==> config.mk <==
export PLATFORM = sky130hd
export DESIGN_NAME = ex_issue_ctrl
export DESIGN_NICKNAME = d
export VERILOG_FILES = /design/src/rtl/ex_issue_ctrl.sv
export SDC_FILE = /design/constraint.sdc
export NUM_CORES = 1
export LEC_CHECK = 0
export CAP_MARGIN = 15
export CORE_ASPECT_RATIO = 0.7
export CORE_MARGIN = 1
export CORE_UTILIZATION = 29
export CTS_BUF_LIST = sky130_fd_sc_hd__clkbuf_8
export CTS_CLUSTER_DIAMETER = 50
export CTS_CLUSTER_SIZE = 24
export DETAILED_ROUTE_END_ITERATION = 12
export PLACE_DENSITY = 0.55
export SLEW_MARGIN = 20
export SYNTH_ARGS = -nofsm -noshare
export SYNTH_HDL_FRONTEND = slang
export SYNTH_SLANG_ARGS = --single-unit
==> constraint.sdc <==
create_clock -name clk -period 3.1 [get_ports clk]
set_input_delay 0.465 -clock clk [delete_from_list [all_inputs] [get_ports clk]]
set_output_delay 0.465 -clock clk [all_outputs]
set_load 0.01 [all_outputs]
==> src/rtl/ex_issue_ctrl.sv <==
// rtl/ex_issue_ctrl.sv - issue/hazard controller between decode and the execute-stage ALU
// Stalls on RAW hazards against in-flight writers, holds issue while a branch resolves, drains on HALT.
module ex_issue_ctrl #(
  parameter int DEPTH   = 3,
  parameter int BR_WAIT = 2
) (
  input  logic        clk,
  input  logic        reset,
  input  logic        id_valid,
  input  logic [5:0]  id_op,
  input  logic [4:0]  id_rs_add,
  input  logic [4:0]  id_rt_add,
  input  logic [4:0]  id_rd_add,
  output logic        issue,
  output logic        id_stall,
  output logic [5:0]  ex_op,
  output logic        br_resolve,
  output logic        halted,
  output logic [1:0]  state,
  output logic [31:0] issue_count,
  output logic [31:0] stall_count
);

  localparam int CW = (BR_WAIT < 2) ? 1 : $clog2(BR_WAIT + 1);

  typedef enum logic [1:0] {
    S_RUN  = 2'd0,
    S_BRW  = 2'd1,
    S_HALT = 2'd2
  } state_t;

  state_t             st;
  logic [CW-1:0]      brw_cnt;
  logic [DEPTH-1:0]   trk_v;
  logic [4:0]         trk_d [DEPTH];

  logic uses_rs, uses_rt, writes_rd, is_br, is_halt, hazard, stall_inc;

  always_comb begin
    uses_rs   = 1'b0;
    uses_rt   = 1'b0;
    writes_rd = 1'b0;
    is_br     = 1'b0;
    is_halt   = 1'b0;
    case (id_op)
      6'b000000, 6'b000010, 6'b000100, 6'b000110, 6'b001000, 6'b001010: begin
        uses_rs = 1'b1; uses_rt = 1'b1; writes_rd = 1'b1;
      end
      6'b000001, 6'b000011, 6'b000101, 6'b000111, 6'b001001, 6'b001011, 6'b001100: begin
        uses_rs = 1'b1; writes_rd = 1'b1;
      end
      6'b001101: begin
        uses_rs = 1'b1; uses_rt = 1'b1;
      end
      6'b001111: begin
        uses_rs = 1'b1; uses_rt = 1'b1; is_br = 1'b1;
      end
      6'b001110, 6'b010000: begin
        uses_rs = 1'b1; is_br = 1'b1;
      end
      6'b010001: is_halt = 1'b1;
      default: ;
    endcase
  end

  // The oldest slot is in WB; the register file writes before it is read, so it cannot hazard.
  always_comb begin
    hazard = 1'b0;
    for (int i = 0; i < DEPTH - 1; i++) begin
      if (trk_v[i] && ((uses_rs && trk_d[i] == id_rs_add) ||
                       (uses_rt && trk_d[i] == id_rt_add)))
        hazard = 1'b1;
    end
  end

  assign issue     = id_valid && (st == S_RUN) && !hazard;
  assign id_stall  = id_valid && !issue && (st != S_HALT);
  assign stall_inc = id_stall;
  assign ex_op     = issue ? id_op : 6'b111111;
  assign halted    = (st == S_HALT) && (trk_v == '0);
  assign state     = st;

  always_ff @(posedge clk or posedge reset) begin
    if (reset) begin
      trk_v <= '0;
      for (int i = 0; i < DEPTH; i++) trk_d[i] <= 5'd0;
    end else begin
      trk_v[0] <= issue && writes_rd;
      trk_d[0] <= id_rd_add;
      for (int i = 1; i < DEPTH; i++) begin
        trk_v[i] <= trk_v[i-1];
        trk_d[i] <= trk_d[i-1];
      end
    end
  end

  always_ff @(posedge clk or posedge reset) begin
    if (reset) begin
      st         <= S_RUN;
      brw_cnt    <= '0;
      br_resolve <= 1'b0;
    end else begin
      br_resolve <= issue && is_br;
      case (st)
        S_RUN: begin
          if (issue && is_br) begin
            st      <= S_BRW;
            brw_cnt <= CW'(BR_WAIT);
          end else if (issue && is_halt) begin
            st <= S_HALT;
          end
        end
        S_BRW: begin
          brw_cnt <= brw_cnt - 1'b1;
          if (brw_cnt == CW'(1)) st <= S_RUN;
        end
        S_HALT: ;
        default: st <= S_RUN;
      endcase
    end
  end

  always_ff @(posedge clk or posedge reset) begin
    if (reset) begin
      issue_count <= 32'd0;
      stall_count <= 32'd0;
    end else begin
      if (issue && issue_count != 32'hFFFF_FFFF) issue_count <= issue_count + 32'd1;
      if (stall_inc && stall_count != 32'hFFFF_FFFF) stall_count <= stall_count + 32'd1;
    end
  end

endmodule
==> flow_metrics.tcl <==
set metrics [dict create \
    drt-initial-drc-count 133 \
    grt_pass1_wl_um 16300 \
    yosysTopAreaCell "dfrtp_1" \
    clock.fmax_ghz 0.337 \
    netlist-cell-type-count 43 \
    cts_setup_buffers 0 \
    die-height_um 102 \
    end_kind "primary output" \
    post-place-ws_ns -0.159 \
    path_max_fanout 9 \
    cts_sinks 82 \
    ctsHoldBuffers 0 \
    status "completed" \
    htreeDepth 3 \
    slew_headroom_pct 45.5 \
    hp-class "register to register" \
    core_area_sq_mm 0.0139 \
    setup.worst_path.class "primary input to primary output" \
    track_usage_pct 14.4 \
    synth-seq-cells 82 \
    syn_to_final_growth_pct 34.6 \
    syn_inst 380 \
    period_minus_slack_ns 2.96 \
    clk_pin_slew_ns 0.08 \
    worstMarginPinSlew_ns 0.817 \
    ioPinCount 100 \
    vias 3300 \
    initial_core_util_pct 29.7 \
    hpwl_um 7300 \
    grt_max_degree 45 \
    netlist.area_leader.share_pct 49.6 \
    power.density_mw_per_mm2 547 \
    io_buffers 99 \
    cts-buffers-inserted 9 \
    min_period_over_period_pct 95.6 \
    r2r_setup_slack_ns 0.63 \
    cts_buffer_depth 2 \
    die_area_sq_mm 0.0148 \
    netlist_top_cells_area "dfrtp_1, xor2_1, xnor2_1" \
    setup_violations 0 \
    wire_per_inst_um 14.8 \
    netlist_top_cells_count "dfrtp_1, xor2_1, xnor2_1, nand3_1, nand4_1" \
    slew_viol_final 0 \
    syn-num-nets 407 \
    max_cap_violations 0 \
    fin_skew_ns 0.0122 \
    yosysWarningCount 0 \
    finalHoldViolations 0 \
    die_w_um 145 \
    critPathLaunchType "primary input" \
    yosys_most_used_dff "dfrtp_1" \
    antenna_cells 0 \
    n_fill_cell 1337 \
    via_per_inst 4.83 \
    antenna_found_initial 0 \
    drt_pass1_iterations 4 \
    yosysSeqAreaShare_pct 49.6 \
    syn_area_sq_mm 0.00414 \
    seq_area_sq_mm 0.00205 \
    drive_gt1_share_pct 11.0 \
    ant_nets 0 \
    postRouteWirelength_um 10100 \
    synth_edf_count 0 \
    root_buffer "clkbuf_8" \
    synth_area_per_cell_sq_um 10.9 \
    arrival_ns 2.50 \
    power.total_mw 3.05 \
    core.rowCount 36 \
    async_flop_share_pct 100 \
    grt_overflow 0 \
    power.leakage_nw 2.31 \
    gp_congestion 0.782 \
    setup_slack_ns 0.136 \
    multiInputGateArea_sq_mm 0.00197 \
    clk_latency_ns 0.36 \
    synth.most_common_cell "dfrtp_1" \
    remaining_drc_errors 0 \
    vdd_ir_drop_max_mv 0.245 \
    final_nets 516 \
    crit_required_ns 2.63 \
    cts_tree "done" \
    grt_pass1_vias 3155 \
]
[layout by cell type (no fill, tap or decap), types with 8 or more instances in the layout]
| cell | netlist | final |
|---|---|---|
| and3_1 | 19 | 19 |
| buf_4 | 2 | 12 |
| clkbuf_8 | 0 | 10 |
| clkdlybuf4s50_1 | 0 | 91 |
| dfrtp_1 | 82 | 82 |
| nand2_1 | 21 | 21 |
| nand2b_1 | 8 | 8 |
| nand3_1 | 22 | 22 |
| nand3_2 | 8 | 8 |
| nand4_1 | 22 | 22 |
| nor2_1 | 14 | 14 |
| nor3_1 | 15 | 15 |
| nor4_1 | 15 | 13 |
| xnor2_1 | 36 | 36 |
| xor2_1 | 47 | 47 |
[cells by family (layout without fill, tap and decap cells)]
group                      after synthesis  after routing  synth area share (%)
buffers and inverters                   21            134                  3.02
DFF                                     82             82                  49.6
AOI/OAI and AO/OA                        8              8                  1.69
muxes                                    2              2                 0.544
xor gates and xnor gates                83             83                  17.6
and+or+nand+nor                        181            181                  26.7
adders and majority gates                3              3                 0.907
[power breakdown]
| part | switching, mW | internal [mW] |
|---|---|---|
| logic | 0.433 | 0.448 |
| clock network | 0.390 | 0.387 |
| registers | 0.177 | 1.21 |
[repair_timing]
item | CTS | global route
resized for setup | 8 | 4
pin swaps | 0 | 2
setup endpoints to repair | 8 | 7
[metrics by stage]
stage                     instances  utilization [%]  area, sq um  hold WS, ns  setup TNS, ns
after floorplan                 380                -         4140        0.394              0
after global placement          668             38.7         5380        0.422         -0.703
after detailed placement        668             38.7         5380        0.429          -1.01
after CTS                       683             40.0         5560        0.450              0
after global routing            683             40.0         5570        0.462         -0.110
final                           683             40.0         5570        0.441              0
[sequential cells by signal (all words and copies together) (netlist names)]
name and flops:
issue_count 32, stall_count 32, trk_d 10, trk_v 3
brw_cnt 2, state 2, br_resolve 1
[worst max-delay path: stages]
cell             delay [ns]
clkdlybuf4s50_1        0.46
xor2_1                 0.17
nor4_2                 0.29
nand3_1                0.11
a2111o_1               0.43
nand3_2                0.12
inv_2                  0.11
nand2b_1               0.08
dlygate4sd2_1          0.27
[layer usage]
layer	wire, um	vias to the layer above	track usage, %
met3	595	8	4.03
met1	5120	1615	20.9
met4	106	0	4.29
li1	-	1563	-
met2	4300	114	20.7
met5	0	-	0
[worst paths after layout]
check | cells past startpoint | start | endpoint
worst max-delay path | 9 | id_rt_add[4] | ex_op[1]
worst min-delay path | 0 | trk_v[1] | trk_v[2]
worst max register to register | 8 | issue_count[9] | issue_count[16]
worst min register to register | 0 | trk_v[1] | trk_v[2]
max in group asynchronous | 3 | reset | trk_d[12]
min in group asynchronous | 2 | reset | issue_count[18]
[cell type report]
type	instances	area share [%]
sequential	82	36.8
multi-input combinational	277	35.4
timing repair buffer	112	19.5
tap	190	4.27
clock buffer	10	2.47
clock inverter	5	0.988
inverter	7	0.494
(Power assumes the default switching activity.)
